--- config.mk ---
export PLATFORM = sky130hd
export DESIGN_NAME = shapool_result_collector_flat
export DESIGN_NICKNAME = d
export VERILOG_FILES = /design/src/rtl/shapool_pkg.sv /design/src/rtl/shapool_result_collector_if.sv /design/src/rtl/shapool_rr_arbiter.sv /design/src/rtl/shapool_result_collector.sv /design/src/flat_wrapper.sv
export SDC_FILE = /design/constraint.sdc
export NUM_CORES = 1
export LEC_CHECK = 0
export ABC_AREA = 1
export BUFFER_PORTS_ARGS = -buffer_cell sky130_fd_sc_hd__buf_2
export CAP_MARGIN = 10
export CORE_MARGIN = 2
export CORE_UTILIZATION = 51
export DETAILED_ROUTE_END_ITERATION = 16
export PLACE_DENSITY = 0.87
export SYNTH_ARGS = -nofsm -noshare
export SYNTH_HDL_FRONTEND = slang
export SYNTH_SLANG_ARGS = --single-unit
--- constraint.sdc ---
create_clock -name clk_in -period 4.05 [get_ports clk_in]
set_input_delay 0.6075 -clock clk_in [delete_from_list [all_inputs] [get_ports clk_in]]
set_output_delay 0.6075 -clock clk_in [all_outputs]
set_load 0.1 [all_outputs]
--- src/rtl/shapool_pkg.sv ---
// shapool_pkg: types and helpers shared by the result-collector slice.
// Holds the collector state enum, the core-index width helper and nonce width default.
package shapool_pkg;

  localparam int NONCE_WIDTH_DEF = 32;

  typedef enum logic [1:0] {
    ST_IDLE,
    ST_RUN,
    ST_FOUND,
    ST_EXHAUSTED
  } state_e;

  // Core index needs at least one bit even for a single-core pool.
  function automatic int core_w(input int log2);
    return (log2 < 1) ? 1 : log2;
  endfunction

endpackage

--- src/rtl/shapool_result_collector_if.sv ---
// shapool_result_collector_if: job control, per-core flags/nonces and result pins.
// master = job/core side driving the collector; slave = the collector itself.
interface shapool_result_collector_if
  import shapool_pkg::*;
#(
  parameter int POOL_SIZE   = 4,
  parameter int NONCE_WIDTH = NONCE_WIDTH_DEF,
  parameter int CORE_W      = 2
);

  logic                           start_in;
  logic                           halt_in;
  logic [POOL_SIZE-1:0]           core_success_in;
  logic [POOL_SIZE-1:0]           core_done_in;
  logic [POOL_SIZE*NONCE_WIDTH-1:0] core_nonce_in;
  logic                           result_ack_in;

  logic                   halt_out;
  logic                   result_valid_out;
  logic [NONCE_WIDTH-1:0] result_nonce_out;
  logic [CORE_W-1:0]      result_core_out;
  logic                   ready_n_out;
  logic                   ready_oe_out;
  logic                   status_led_n_out;

  modport master (
    output start_in, halt_in,
    output core_success_in, core_done_in,
    output core_nonce_in, result_ack_in,
    input  halt_out, result_valid_out,
    input  result_nonce_out, result_core_out,
    input  ready_n_out, ready_oe_out,
    input  status_led_n_out
  );

  modport slave (
    input  start_in, halt_in,
    input  core_success_in, core_done_in,
    input  core_nonce_in, result_ack_in,
    output halt_out, result_valid_out,
    output result_nonce_out, result_core_out,
    output ready_n_out, ready_oe_out,
    output status_led_n_out
  );

endinterface

--- src/rtl/shapool_rr_arbiter.sv ---
// shapool_rr_arbiter: combinational round-robin pick among core requests.
// Ports: req (per-core), ptr (first core to consider) -> grant (one-hot), idx, hit.
module shapool_rr_arbiter
  import shapool_pkg::*;
#(
  parameter int POOL_SIZE = 4,
  parameter int CORE_W    = 2
) (
  input  logic [POOL_SIZE-1:0] req,
  input  logic [CORE_W-1:0]    ptr,
  output logic [POOL_SIZE-1:0] grant,
  output logic [CORE_W-1:0]    idx,
  output logic                 hit
);

  logic              hi_hit;
  logic              lo_hit;
  logic [CORE_W-1:0] hi_idx;
  logic [CORE_W-1:0] lo_idx;

  // Scan downwards so the lowest requester in each half wins:
  // "hi" is at/after ptr, "lo" wraps around below ptr.
  always_comb begin
    hi_hit = 1'b0;
    lo_hit = 1'b0;
    hi_idx = '0;
    lo_idx = '0;
    for (int k = POOL_SIZE - 1; k >= 0; k--) begin
      if (req[k]) begin
        if (k >= int'(ptr)) begin
          hi_hit = 1'b1;
          hi_idx = CORE_W'(k);
        end else begin
          lo_hit = 1'b1;
          lo_idx = CORE_W'(k);
        end
      end
    end
  end

  assign hit   = hi_hit | lo_hit;
  assign idx   = hi_hit ? hi_idx : lo_idx;
  assign grant = hit ? (POOL_SIZE'(1) << idx) : '0;

endmodule

--- src/rtl/shapool_result_collector.sv ---
// shapool_result_collector: picks one winning core, latches its nonce, drives ready/LED.
// Ports: clk_in, reset_in (sync, active-high), bus (slave side of the collector interface).
// Optional SHAPOOL_NONCE_OFFSET_EN: winner index replaces the nonce MSBs.
module shapool_result_collector
  import shapool_pkg::*;
#(
  parameter int POOL_SIZE      = 4,
  parameter int POOL_SIZE_LOG2 = 2,
  parameter int NONCE_WIDTH    = NONCE_WIDTH_DEF,
  parameter int LED_DIV_LOG2   = 22
) (
  input logic clk_in,
  input logic reset_in,
  shapool_result_collector_if.slave bus
);

  localparam int CORE_W = core_w(POOL_SIZE_LOG2);
  localparam int NW     = NONCE_WIDTH;
  localparam int CNT_W  = LED_DIV_LOG2 + 1;

  state_e            state_q;
  state_e            state_d;
  logic [CORE_W-1:0] ptr_q;
  logic [CORE_W-1:0] ptr_d;
  logic [CNT_W-1:0]  cnt_q;
  logic [CNT_W-1:0]  cnt_d;
  logic [NW-1:0]     nonce_q;
  logic [NW-1:0]     nonce_d;
  logic [CORE_W-1:0] core_q;
  logic [CORE_W-1:0] core_d;

  logic [POOL_SIZE-1:0] grant;
  logic [CORE_W-1:0]    win_idx;
  logic                 win_hit;
  logic [NW-1:0]        win_raw;
  logic [NW-1:0]        win_nonce;
  logic                 led_n;

  shapool_rr_arbiter #(
    .POOL_SIZE(POOL_SIZE),
    .CORE_W   (CORE_W)
  ) u_arb (
    .req  (bus.core_success_in),
    .ptr  (ptr_q),
    .grant(grant),
    .idx  (win_idx),
    .hit  (win_hit)
  );

  always_comb begin
    win_raw = '0;
    for (int k = 0; k < POOL_SIZE; k++) begin
      if (grant[k]) begin
        win_raw = win_raw | bus.core_nonce_in[k*NW +: NW];
      end
    end
  end

`ifdef SHAPOOL_NONCE_OFFSET_EN
  if (POOL_SIZE_LOG2 > 0) begin : g_offset
    assign win_nonce = {win_idx[POOL_SIZE_LOG2-1:0],
                        win_raw[NW-POOL_SIZE_LOG2-1:0]};
  end else begin : g_offset_bad
    $error("SHAPOOL_NONCE_OFFSET_EN needs POOL_SIZE_LOG2 > 0");
    assign win_nonce = win_raw;
  end
`else
  assign win_nonce = win_raw;
`endif

  always_comb begin
    state_d = state_q;
    ptr_d   = ptr_q;
    cnt_d   = cnt_q;
    nonce_d = nonce_q;
    core_d  = core_q;
    if (state_q == ST_RUN) begin
      cnt_d = cnt_q + 1'b1;
    end
    if (bus.halt_in) begin
      state_d = ST_IDLE;
    end else if (bus.start_in) begin
      // Start beats a same-cycle success; any pending result is dropped.
      state_d = ST_RUN;
      cnt_d   = '0;
    end else begin
      unique case (state_q)
        ST_RUN: begin
          if (win_hit) begin
            state_d = ST_FOUND;
            nonce_d = win_nonce;
            core_d  = win_idx;
            ptr_d   = (win_idx == CORE_W'(POOL_SIZE - 1))
                      ? '0 : win_idx + 1'b1;
          end else if (&bus.core_done_in) begin
            state_d = ST_EXHAUSTED;
          end
        end
        ST_FOUND: begin
          if (bus.result_ack_in) begin
            state_d = ST_IDLE;
          end
        end
        default: ;
      endcase
    end
  end

  always_ff @(posedge clk_in) begin
    if (reset_in) begin
      state_q <= ST_IDLE;
      ptr_q   <= '0;
      cnt_q   <= '0;
      nonce_q <= '0;
      core_q  <= '0;
    end else begin
      state_q <= state_d;
      ptr_q   <= ptr_d;
      cnt_q   <= cnt_d;
      nonce_q <= nonce_d;
      core_q  <= core_d;
    end
  end

  always_comb begin
    led_n = 1'b1;
    unique case (state_q)
      ST_RUN:   led_n = ~cnt_q[LED_DIV_LOG2];
      ST_FOUND: led_n = 1'b0;
      default:  led_n = 1'b1;
    endcase
  end

  assign bus.halt_out         = (state_q != ST_RUN);
  assign bus.result_valid_out = (state_q == ST_FOUND);
  assign bus.ready_oe_out     = (state_q == ST_FOUND);
  assign bus.ready_n_out      = 1'b0;
  assign bus.result_nonce_out = nonce_q;
  assign bus.result_core_out  = core_q;
  assign bus.status_led_n_out = led_n;

endmodule

--- src/flat_wrapper.sv ---
// flat-port wrapper written by rule: the top's interface ports become plain ports
module shapool_result_collector_flat import shapool_pkg::*;
#(
  parameter int POOL_SIZE      = 4,
  parameter int POOL_SIZE_LOG2 = 2,
  parameter int NONCE_WIDTH    = NONCE_WIDTH_DEF,
  parameter int LED_DIV_LOG2   = 22
)
  (clk_in, reset_in, bus_start_in, bus_halt_in, bus_core_success_in, bus_core_done_in, bus_core_nonce_in, bus_result_ack_in, bus_halt_out, bus_result_valid_out, bus_result_nonce_out, bus_result_core_out, bus_ready_n_out, bus_ready_oe_out, bus_status_led_n_out);
  shapool_result_collector_if #(.POOL_SIZE(POOL_SIZE), .NONCE_WIDTH(NONCE_WIDTH), .CORE_W(2)) bus_i ();
  input logic clk_in;
  input logic reset_in;
  input wire logic [$bits(bus_i.start_in)-1:0] bus_start_in;
  input wire logic [$bits(bus_i.halt_in)-1:0] bus_halt_in;
  input wire logic [$bits(bus_i.core_success_in)-1:0] bus_core_success_in;
  input wire logic [$bits(bus_i.core_done_in)-1:0] bus_core_done_in;
  input wire logic [$bits(bus_i.core_nonce_in)-1:0] bus_core_nonce_in;
  input wire logic [$bits(bus_i.result_ack_in)-1:0] bus_result_ack_in;
  output wire logic [$bits(bus_i.halt_out)-1:0] bus_halt_out;
  output wire logic [$bits(bus_i.result_valid_out)-1:0] bus_result_valid_out;
  output wire logic [$bits(bus_i.result_nonce_out)-1:0] bus_result_nonce_out;
  output wire logic [$bits(bus_i.result_core_out)-1:0] bus_result_core_out;
  output wire logic [$bits(bus_i.ready_n_out)-1:0] bus_ready_n_out;
  output wire logic [$bits(bus_i.ready_oe_out)-1:0] bus_ready_oe_out;
  output wire logic [$bits(bus_i.status_led_n_out)-1:0] bus_status_led_n_out;
  assign bus_i.start_in = bus_start_in;
  assign bus_i.halt_in = bus_halt_in;
  assign bus_i.core_success_in = bus_core_success_in;
  assign bus_i.core_done_in = bus_core_done_in;
  assign bus_i.core_nonce_in = bus_core_nonce_in;
  assign bus_i.result_ack_in = bus_result_ack_in;
  assign bus_halt_out = bus_i.halt_out;
  assign bus_result_valid_out = bus_i.result_valid_out;
  assign bus_result_nonce_out = bus_i.result_nonce_out;
  assign bus_result_core_out = bus_i.result_core_out;
  assign bus_ready_n_out = bus_i.ready_n_out;
  assign bus_ready_oe_out = bus_i.ready_oe_out;
  assign bus_status_led_n_out = bus_i.status_led_n_out;
  shapool_result_collector #(.POOL_SIZE(POOL_SIZE), .POOL_SIZE_LOG2(POOL_SIZE_LOG2), .NONCE_WIDTH(NONCE_WIDTH), .LED_DIV_LOG2(LED_DIV_LOG2)) u_core (.clk_in(clk_in), .reset_in(reset_in), .bus(bus_i));
endmodule
After elaboration in Yosys (flattened, before gate mapping)
Index checks and enable logic that the tools add are counted.

Add/subtract/negate cells: 2. Magnitude comparators: 3. Eq/ne operators: 8. Shift operators: 1. Multiplexer cells: 42. Bitwise operators: 7. Reduce and logical (&&, ||, !) cells: 8.

Operators by type and width (count): 32-bit two-way mux (4); 32-bit OR (3); 23-bit two-way mux (3); 2-bit two-way mux (18); 23-bit by 1-bit adder with 23-bit output (second input constant) (1); 1-bit two-way mux (14); 4-bit AND reduction (2); 3-bit inequality test (second input constant) (2); 3-bit AND reduction (2); 2-bit equality test (second input constant) (2); 1-bit by 2-bit >= comparator with 1-bit output (first input constant) (2); 4-bit two-way mux (1); 4-bit inequality test (second input constant) (1); 2-bit case mux with 2 select lines (1); 1-bit by 2-bit left shift with 4-bit output (first input constant) (1); 1-bit inverter (3); 3-bit nonzero test (1); 3-bit OR reduction (1); 2-bit by 1-bit adder with 2-bit output (second input constant) (1); 2-bit by 1-bit equality test with 1-bit output (second input constant) (1); 2-bit >= comparator (first input constant) (1); 2-bit by 1-bit inequality test with 1-bit output (second input constant) (1); 2-bit inequality test (second input constant) (1); 1-bit case mux with 2 select lines (1); other kinds (3) (3).

Bits in registers: 61. Input port bits: 141. Output and inout port bits: 39. Word-level logic and storage cells: 77.

Depth between registers and ports, before layout
Gate-level depths: netlist of run 1.

Depth in word-level cells: 17. Mapped depth: 15. Mapped depth without buffers: 14.

By module
Synthesis of run 1 repeated with hierarchy kept, for this count alone.

Cell total of the unflattened synthesis: 583. Area, all modules: 3594.7 sq um.

By module, submodules not included: shapool_result_collector (times used 1, cells each 545, area each 3430.8 sq um, seq. area each 1221.2 sq um); shapool_rr_arbiter (times used 1, cells each 38, area each 163.9 sq um, seq. area each 0.0 sq um).

Worst setup path after synthesis of run 1
OpenSTA, ideal clock, no wires.

Path type: flip-flop to output port. From: register u_core.state_q[0]. To: output bus_status_led_n_out. Data arrival time: 2426 ps. Data required time: 3442 ps. Setup slack: 1017 ps. Stages on the path, launching flop included: 5. Buffers on the path: 0. Cell sequence: dfxtp_1 > inv_1 > nand2_1 > inv_1 > a21oi_1.

Word-level cells in the longest chain between the ends: 2. Elaborated cells on any way between the ends: 3. Those cells by class: eq/ne: 2; mux: 1.

Ends and longest elaborated chain: from (decl) (line shapool_result_collector.sv:21) `state_e state_q;`; from (signal assigned) (line shapool_result_collector.sv:117) `state_q <= state_d;`; 2-bit equality test; net bus_ready_oe_out (line flat_wrapper.sv:24) `output wire logic [$bits(bus_i.ready_oe_out)-1:0] bus_ready_oe_out;`; 1-bit case mux with 2 select lines (line shapool_result_collector.sv:127) `unique case (state_q)`; to (decl) (line flat_wrapper.sv:25) `output wire logic [$bits(bus_i.status_led_n_out)-1:0] bus_status_led_n_out;`.

The timed path passes the listed nets, and every way through them passes these cells.

Final worst setup path of run 1
From: input bus_core_success_in[1]. To: register u_core.nonce_q[20], in the netlist u_core.bus.result_nonce_out[20].

Word-level cells in the longest chain between the ends: 13. Elaborated cells on any way between the ends: 24. Those cells by class: shift: 1; mux: 18; bitwise: 4; reduce/logical: 1.

Ends and longest elaborated chain: from (decl) (line flat_wrapper.sv:15) `input wire logic [$bits(bus_i.core_success_in)-1:0] bus_core_success_in;`; 2-bit two-way mux / 1-bit two-way mux (equally long branches) (line shapool_rr_arbiter.sv:29) `if (req[k]) begin`; 2-bit two-way mux / 1-bit two-way mux (equally long branches) (line shapool_rr_arbiter.sv:30) `if (k >= int'(ptr)) begin`; 2-bit two-way mux / 1-bit two-way mux (equally long branches) (line shapool_rr_arbiter.sv:29); 2-bit two-way mux * (line shapool_rr_arbiter.sv:42) `assign idx = hi_hit ? hi_idx : lo_idx;`; net u_core.u_arb.idx[0] (line shapool_rr_arbiter.sv:12) `output logic [CORE_W-1:0] idx,`; 1-bit by 2-bit left shift with 4-bit output * (line shapool_rr_arbiter.sv:43) `assign grant = hit ? (POOL_SIZE'(1) << idx) : '0;`; 4-bit two-way mux * (line shapool_rr_arbiter.sv:43); 32-bit two-way mux (line shapool_result_collector.sv:53) `if (grant[k]) begin`; 32-bit OR (line shapool_result_collector.sv:54) `win_raw = win_raw | bus.core_nonce_in[k*NW +: NW];`; 32-bit two-way mux (line shapool_result_collector.sv:53); 32-bit OR (line shapool_result_collector.sv:54); 32-bit two-way mux (line shapool_result_collector.sv:53); 32-bit OR (line shapool_result_collector.sv:54); 32-bit two-way mux * (line shapool_result_collector.sv:53); to (signal assigned) (line shapool_result_collector.sv:120) `nonce_q <= nonce_d;`; to (decl) (line shapool_result_collector.sv:27) `logic [NW-1:0] nonce_q;`.

The timed path passes the listed nets; every way through them passes the cells marked *. A chain may end at the register's enable or synchronous reset.

==> run metrics, run 1 <==
# IOs 180; post-cts resize count 0; global-route wire length before repair 19100 µm; hold path depth 2; Worst IR Drop VDD 0.000141 V; clk slew on worst S/H paths 0.07 ns; post-synthesis sequential area ratio 32.0%; # diodes 0; Total GRT Usage 28.4%; Hold WS 0.487 ns; pwr dens 301 nW/µm²; Period minus WS final 2.53 ns; Root Driver clkbuf_8; Max-slew headroom 17.4%; via count 4729; fmax 0.395 GHz; total gr overflow 0; GPL Wtd Cong 0.913; initial antenna violation count 0; FP Rows 31; die area 8200 µm²; final core utilization 67.2%; largest net degree at the start of global routing 83; synth warn 0; Clk Latency, worst-skew pair 0.34 ns; maxcap violations 0; Hold Path Class register to register; DIE HEIGHT 90.5 µm; Critical Path RT 4.32 ns; Worst Clk Skew 0.0103 ns; DP Area 4670 µm²; CTS Sinks 61; Worst EP arrival 2.80 ns; cts hold-fix bufs 0; Pleak 0.00229 µW; drc violations 0; commonest non-fill, non-tap cells in the layout buf_2 (178), nand3_1 (173), nor2_1 (111); Routed WL per cell 13.7 µm; Critical Path Start Type primary input; Critical Path End Type register; final WL 12100 µm; fillers 697; DP HPWL 8840 µm; H-tree levels 3; TritonCTS buffer count 9; final-report hold violation count 0; number of post-CTS setup repair buffers 0; vias per cell 5.37; Distinct cells, synth 29; chip width 90.5 µm; Worst Max-Slew Pin Slew 1.24 ns; DR iter-0 viols 249; commonest non-fill, non-tap cell in the layout buf_2; Yosys reg bits 61; TritonRoute pass-1 iters 5; CP max FO 32; post-synth net total 770; RSZ-0062 raised after global routing false; fin. max-slew vios 0; number of global-route vias before repair 4105; fin crit share 62.5%; clock buffer depth 2; Post-Syn Instances 624; R2R cell count 12; Crit Path Category primary input to register; port bufs 178; core footprint 7250 µm²; layout cell share with drive strength beyond 1 27.0%; Routed Antenna Nets 0; Initial Util 52.7%; Final Instance Area 4880 µm²; Syn-to-layout area delta 27.7%; Mean Syn Cell Area 6.12 µm²; mapped cell area 3820 µm²; total negative slack 0 ns; fin nets 923; CTS tree built; final setup violation count 0; status finished clean
area by class of cell:
type | instances | area [µm²] | share of cell area [%]
multi-input combinational | 489 | 2280 | 46.7
tap | 99 | 124 | 2.54
clock inverter | 5 | 52.6 | 1.08
sequential | 61 | 1220 | 25.0
clock buffer | 10 | 128 | 2.62
timing repair buffer | 183 | 948 | 19.4
inverter | 33 | 124 | 2.54
kinds of logic (layout without fill, tap and decap cells):
logic type	after synthesis	in the layout	synth area share (%)
AND/OR/NAND/NOR	418	418	48.5
buffers and inverters	74	231	8.48
flip-flops	61	61	32.0
AO/OA/AOI/OAI	60	60	8.16
adder cells (fa/ha/maj)	5	5	1.64
XOR/XNOR	5	5	1.15
other	1	1	0.0982
state kept, by name, summed over array words and instances (netlist names):
| name | count |
|---|---|
| u_core.state_q | 2 |
| u_core.bus.result_nonce_out | 32 |
| u_core.bus.result_core_out | 2 |
| u_core.ptr_q | 2 |
| u_core.cnt_q | 23 |
per-layer routing:
layer / vias up / part of all wire, % / global-route usage, %
met1: 2104 / 40 / 35.2
met2: 219 / 50 / 48.1
li1: 2370 / - / -
met3: 36 / 6.5 / 5.51
met4: 0 / 2.9 / 11.7
met5: - / 0 / 0
critical path, cell delays in order:
cell and delay [ns]:
buf_2 0.09, inv_1 0.06, nor2_1 0.12, inv_1 0.06
nand2_1 0.08, nor2_1 0.04, nand2_1 0.05, nand2_1 0.11
inv_1 0.12, ha_1 0.99, nand3_1 0.22, nand3_1 0.14
nor2_1 0.04, nor2_1 0.08
final timing paths:
kind	startpoint	to	slack (ns)
setup / recovery	bus_core_success_in[1]	u_core.bus.result_nonce_out[20]	1.52
hold / removal	u_core.bus.result_core_out[0]	u_core.bus.result_core_out[0]	0.49
setup reg to reg	u_core.ptr_q[1]	u_core.bus.result_nonce_out[20]	1.52
hold reg to reg	u_core.bus.result_core_out[0]	u_core.bus.result_core_out[0]	0.49
through the flow:
stage	power [µW]	cells	setup WS, ns
2_1_floorplan	837	624	1.02
3_5_place_dp	945	864	1.20
3_3_place_gp	938	864	1.36
4_1_cts	1460	879	1.55
5_1_grt	1530	880	1.29
6_report	1470	880	1.52
where the power goes:
part / switching (µW) / internal, µW / total [µW]
Combinational: 210 / 114 / 324
Sequential: 7.04 / 611 / 618
Clock: 246 / 278 / 524
Total: 463 / 1000 / 1470
cell usage after synthesis (all sizes together):
cell type / n / share of area (%)
xnor2: 3 / 0.69
xor2: 2 / 0.46
inv: 33 / 3.2
buf: 24 / 3.6
o21ai: 42 / 5.5
conb: 1 / 0.098
a22oi: 1 / 0.20
a31oi: 1 / 0.16
nor2: 115 / 12
ha: 5 / 1.6
a21oi: 14 / 1.8
nor3: 5 / 0.79
nand3b: 1 / 0.20
or2: 3 / 0.49
nand4: 7 / 1.1
o21ba: 1 / 0.26
nand2: 114 / 12
nand3: 173 / 23
dfxtp: 61 / 32
o21a: 1 / 0.20
clkbuf: 17 / 1.7
Power figures use the tool's default switching activity.
==> run 2, diff against run 1 <==
CORE_UTILIZATION = 47   (was 51)
PLACE_DENSITY = 0.81   (was 0.87)
clock period = 2.4 ns   (was 4.05 ns; I/O delays follow)
==> run 2 against run 1 <==
Combinational power increased by 69%. First-iteration DRC count decreased by 1.6%. Via count increased by 1.3%. Largest cell class unchanged.
==> run metrics, run 2 (synthesis results as in run 1) <==
total negative slack 0 ns; post-cts resize count 0; Root Driver clkbuf_8; global-route wire length before repair 19900 µm; # IOs 180; drc violations 0; initial antenna violation count 0; Worst Max-Slew Pin Slew 0.539 ns; DR iter-0 viols 245; Routed WL per cell 13.4 µm; FP Rows 32; port bufs 178; Syn-to-layout area delta 30.5%; Worst IR Drop VDD 0.000244 V; final-report hold violation count 0; status finished clean; DP HPWL 9040 µm; critical path cell sequence nand2_2 > nor2_1 > nand2_1 > a21oi_1 > inv_1 > ha_1 > buf_4 > nand3_1 > nand3_1 > nor2_1 > nor2_1; Crit Path Category register to register; Clk Latency, worst-skew pair 0.34 ns; number of post-CTS setup repair buffers 0; commonest non-fill, non-tap cell in the layout buf_2; fin. max-slew vios 0; clk slew on worst S/H paths 0.07 ns; final setup violation count 0; number of global-route vias before repair 4544; TritonRoute pass-1 iters 4; Final Instance Area 4980 µm²; Crit-path slowest cell dfxtp_1; Pleak 0.00235 µW; Total GRT Usage 27.8%; Max-slew headroom 64.3%; final core utilization 63.8%; TritonCTS buffer count 9; Critical Path RT 2.63 ns; final WL 12000 µm; largest net degree at the start of global routing 131; Critical Path Start Type register; cts hold-fix bufs 0; Worst Clk Skew 0.0108 ns; core footprint 7810 µm²; vias per cell 5.38; GPL Wtd Cong 0.932; Routed Antenna Nets 0; total gr overflow 0; crit path launch u_core.ptr_q[1]; fin crit share 89.2%; H-tree levels 3; pwr dens 511 nW/µm²; pre-CTS setup slack 0.216 ns; CTS Sinks 61; RSZ-0062 raised after global routing false; via count 4791; CTS tree built; Worst EP arrival 2.37 ns; Period minus WS final 2.14 ns; # diodes 0; most frequent cell on the critical path nor2_1; slowest cell delay on critical path 0.44 ns; DP Area 4770 µm²; Initial Util 48.9%; DIE HEIGHT 94.2 µm; CP max FO 21; clock buffer depth 2; fin nets 930; layout cell share with drive strength beyond 1 28.0%; chip width 94.2 µm; fmax 0.467 GHz; total power 2550 µW; max reg flops 32; Hold Path Class primary input to register; reg2reg start u_core.ptr_q[1]; Final WS setup 0.259 ns; die area 8860 µm²; Critical Path End Type register; HP Start reset_in; commonest non-fill, non-tap cells in the layout buf_2 (178), nand3_1 (173), nor2_1 (111); maxcap violations 0
-- run 2: changes by cell type in the layout (fill, tap and decap cells not counted), sizes merged --
cell | before | now
clkinvlp | 1 | 0
clkbuf | 10 | 12
buf | 183 | 190
-- run 2: worst paths after layout --
path                                     endpoint  slack [ns]  depth (start not counted)
setup reg to reg  u_core.bus.result_nonce_out[21]        0.26                         11
hold reg to reg     u_core.bus.result_core_out[0]        0.48                          2
setup / recovery  u_core.bus.result_nonce_out[21]        0.26                         11
hold / removal      u_core.bus.result_core_out[0]        0.25                          2
-- run 2: layout make-up --
cell class / instances / area (µm²)
Multi-Input combinational cell: 489 / 2280
Clock inverter: 4 / 45.0
Clock buffer: 12 / 165
Tap cell: 102 / 128
Sequential cell: 61 / 1220
Timing Repair Buffer: 190 / 1020
Inverter: 33 / 124
Fill cell: 773 / 2820
-- run 2: critical path, delay by kind of cell, from the launching register on --
| kind | cells | cell delay (ns) |
|---|---|---|
| AOI/OAI and AO/OA | 1 | 0.31 |
| adders and majority gates | 1 | 0.26 |
| and+or+nand+nor | 7 | 0.67 |
| DFF | 1 | 0.44 |
| buffers and inverters | 2 | 0.35 |
-- run 2: metal layers --
layer	global-route usage (%)	vias up	share of wire, %
li1	-	2390	-
met5	0	-	0
met4	12.3	0	3.3
met2	47.7	226	48
met3	5.22	31	7.6
met1	33.8	2144	41
-- run 2: power by group --
group          switching, µW  internal, µW  total, µW
Sequential              12.3          1030       1040
Clock                    396           559        955
Combinational            355           194        549
-- run 2: metrics by stage --
step                      std cells  hold WS, ns
final                           891        0.254
after global routing            891        0.273
after CTS                       891        0.251
after detailed placement        875        0.468
after global placement          875        0.458
after floorplan                 624        0.429
==> run 3, diff against run 2 <==
CORE_UTILIZATION = 46   (was 47)
PLACE_DENSITY = 0.8   (was 0.81)
SYNTH_HIERARCHICAL = 1   (was default)
==> run 3 against run 2 <==
Hold slack better by 0.0063 ns. Synthesized cell count is 6.6% lower. Routed wire length is 11% lower. Power is 0.96% higher. Non-clock buffer count is 7 lower. Utilization is 1.4 points lower. Critical path type is now register to primary output. Largest power group unchanged. Highest routed layer unchanged.
==> run metrics, run 3 <==
post-synthesis sequential area ratio 34.0%; Routed Antenna Nets 0; Seq pwr share 40.4%; CP max FO 8; Root Driver clkbuf_8; met2 usage 43.5%; H-tree levels 3; cts hold-fix bufs 0; maxcap violations 0; fin. max-slew vios 0; Switching Share 28.5%; end of the worst register-to-register path u_core/bus.result_nonce_out[8]; vias per cell 5.00; Distinct cells, synth 31; Hold Path Class primary input to register; Total GRT Usage 24.6%; FP Rows 32; Synth Area in Adders 1.39%; fmax 0.443 GHz; largest net degree at the start of global routing 38; pwr dens 538 nW/µm²; Worst Max-Slew Pin Slew 0.537 ns; CTS Sinks 61; Period minus WS final 2.26 ns; initial antenna violation count 1; DP Area 4550 µm²; core footprint 7650 µm²; synth cell count leaders nand2_1 (192), nor2_1 (122), dfxtp_1 (61), o21ai_0 (37), nand4_1 (32); commonest non-fill, non-tap cells in the layout nand2_1 (192), buf_2 (178), nor2_1 (120); crit path launch u_core/state_q[0]; number of global-route vias before repair 3897; Mean Syn Cell Area 6.17 µm²; port bufs 178; Critical Path RT 2.04 ns; R2R cell count 10; clk slew on worst S/H paths 0.07 ns; clock buffer depth 2; # IOs 180; combinational share of power 19.8%; via count 4299; multiplexer share of the synthesized area 0%; synth warn 6; CTS tree built; clock network power share 39.8%; Pleak 0.00228 µW; main combinational cell family by area after synthesis simple AND/OR/NAND/NOR gates; global routing met3 resource utilization 3.17%; RSZ-0062 raised after global routing false; Synth Area in Simple Gates 47.1%; Clk Latency, worst-skew pair 0.33 ns; Synth area leader dfxtp_1; Routed WL per cell 12.4 µm; reg2reg setup slack 0.46 ns; number of post-CTS setup repair buffers 0; Crit Path Category register to primary output; layer with the highest usage met2; Yosys reg bits 61; Post-Syn Instances 583; fin nets 897; final setup violation count 0; Worst EP arrival 1.90 ns; layout cell share with drive strength beyond 1 29.9%; die area 8540 µm²; Critical Path Start Type register; final WL 10600 µm; TritonCTS buffer count 9; compound-cell area share of the yosys netlist 9.64%; TritonRoute pass-1 iters 5; post-synth net total 728; total negative slack 0 ns; Internal 1840 µW; GPL Wtd Cong 0.868; reg2reg start u_core/ptr_q[1]; Final Instance Area 4780 µm²; final-report hold violation count 0; area share of xor/xnor cells in the synthesized design 0.731%; global-route wire length before repair 17300 µm; total power 2570 µW; NetSw 734 µW; ranking of synthesized cells by area dfxtp_1 (34%), nand2_1 (20%), nor2_1 (13%); Critical Path End Type primary output; Syn-to-layout area delta 32.9%; post-cts resize count 0; end of the critical path bus_status_led_n_out; drc violations 0; met1 Usage GRT 29.6%; commonest non-fill, non-tap cell in the layout nand2_1; share of flip-flops with an asynchronous set or reset 0%; share of Yosys cell area claimed by the top area cell type 34.0%; Worst Clk Skew 0.00836 ns; Initial Util 47.0%; total gr overflow 0; max reg flops 32; Worst IR Drop VDD 0.000277 V; cell with the most instances after synthesis nand2_1; DR iter-0 viols 171; fin crit share 94.0%; status finished clean; Max-slew headroom 64.5%; mapped cell area 3590 µm²; most common flop cell mapped by yosys dfxtp_1; DIE HEIGHT 92.4 µm; chip width 92.4 µm; DP HPWL 8190 µm; EDFF count, synth 0
==> run 3: kinds of logic after synthesis <==
group / after synthesis
simple gates: 390
flops: 61
buf+inv: 59
xor+xnor: 3
other cells: 1
compound gates: 65
fa+ha+maj: 4
==> run 3: how the worst min path moves through the flow <==
| stage | start | endpoint | cells after the start |
|---|---|---|---|
| finish | reset_in | u_core/ptr_q[0] | 2 |
| detailed placement | u_core/cnt_q[12] | u_core/cnt_q[12] | 2 |
| global placement | u_core/cnt_q[17] | u_core/cnt_q[17] | 2 |
| global route | reset_in | u_core/ptr_q[0] | 2 |
| CTS | reset_in | u_core/ptr_q[0] | 2 |
| floorplan | reset_in | u_core/ptr_q[0] | 1 |
==> run 3: stage by stage <==
| step | setup slack [ns] | hold slack [ns] | utilization (%) | instances |
|---|---|---|---|---|
| after floorplan | 0.262 | 0.432 | - | 583 |
| after global placement | 0.476 | 0.458 | 59.5 | 843 |
| after detailed placement | 0.450 | 0.470 | 59.5 | 843 |
| after CTS | 0.111 | 0.247 | 62.5 | 859 |
| after global routing | 0.0334 | 0.276 | 62.5 | 860 |
| final | 0.144 | 0.260 | 62.5 | 860 |
==> run 3: power by group through the flow <==
stage	clock network, µW	registers [µW]	logic [µW]
after floorplan	0	1160	222
after global placement	0	1060	500
after detailed placement	0	1060	509
after CTS	1050	1040	510
after global routing	1090	1040	555
final	1020	1040	508
==> run 3: cell type report <==
cell class	count	area, µm²
Timing Repair Buffer	183	928
Tap cell	102	128
Sequential cell	61	1220
Inverter	34	130
Fill cell	729	2870
Clock inverter	4	70.1
Multi-Input combinational cell	463	2140
Antenna cell	1	2.50
Clock buffer	12	155
==> run 3: worst max-delay path, cell delays in order (launching register included) <==
cell,delay (ns)
dfxtp_1,0.36
ha_1,0.39
inv_1,0.23
o21bai_4,0.16
buf_2,0.43
==> run 3: per-layer routing <==
| metal | up-vias | routed length (µm) |
|---|---|---|
| li1 | 2204 | - |
| met1 | 1899 | 4520 |
| met2 | 176 | 5150 |
| met3 | 20 | 668 |
| met4 | 0 | 289 |
| met5 | - | 0 |
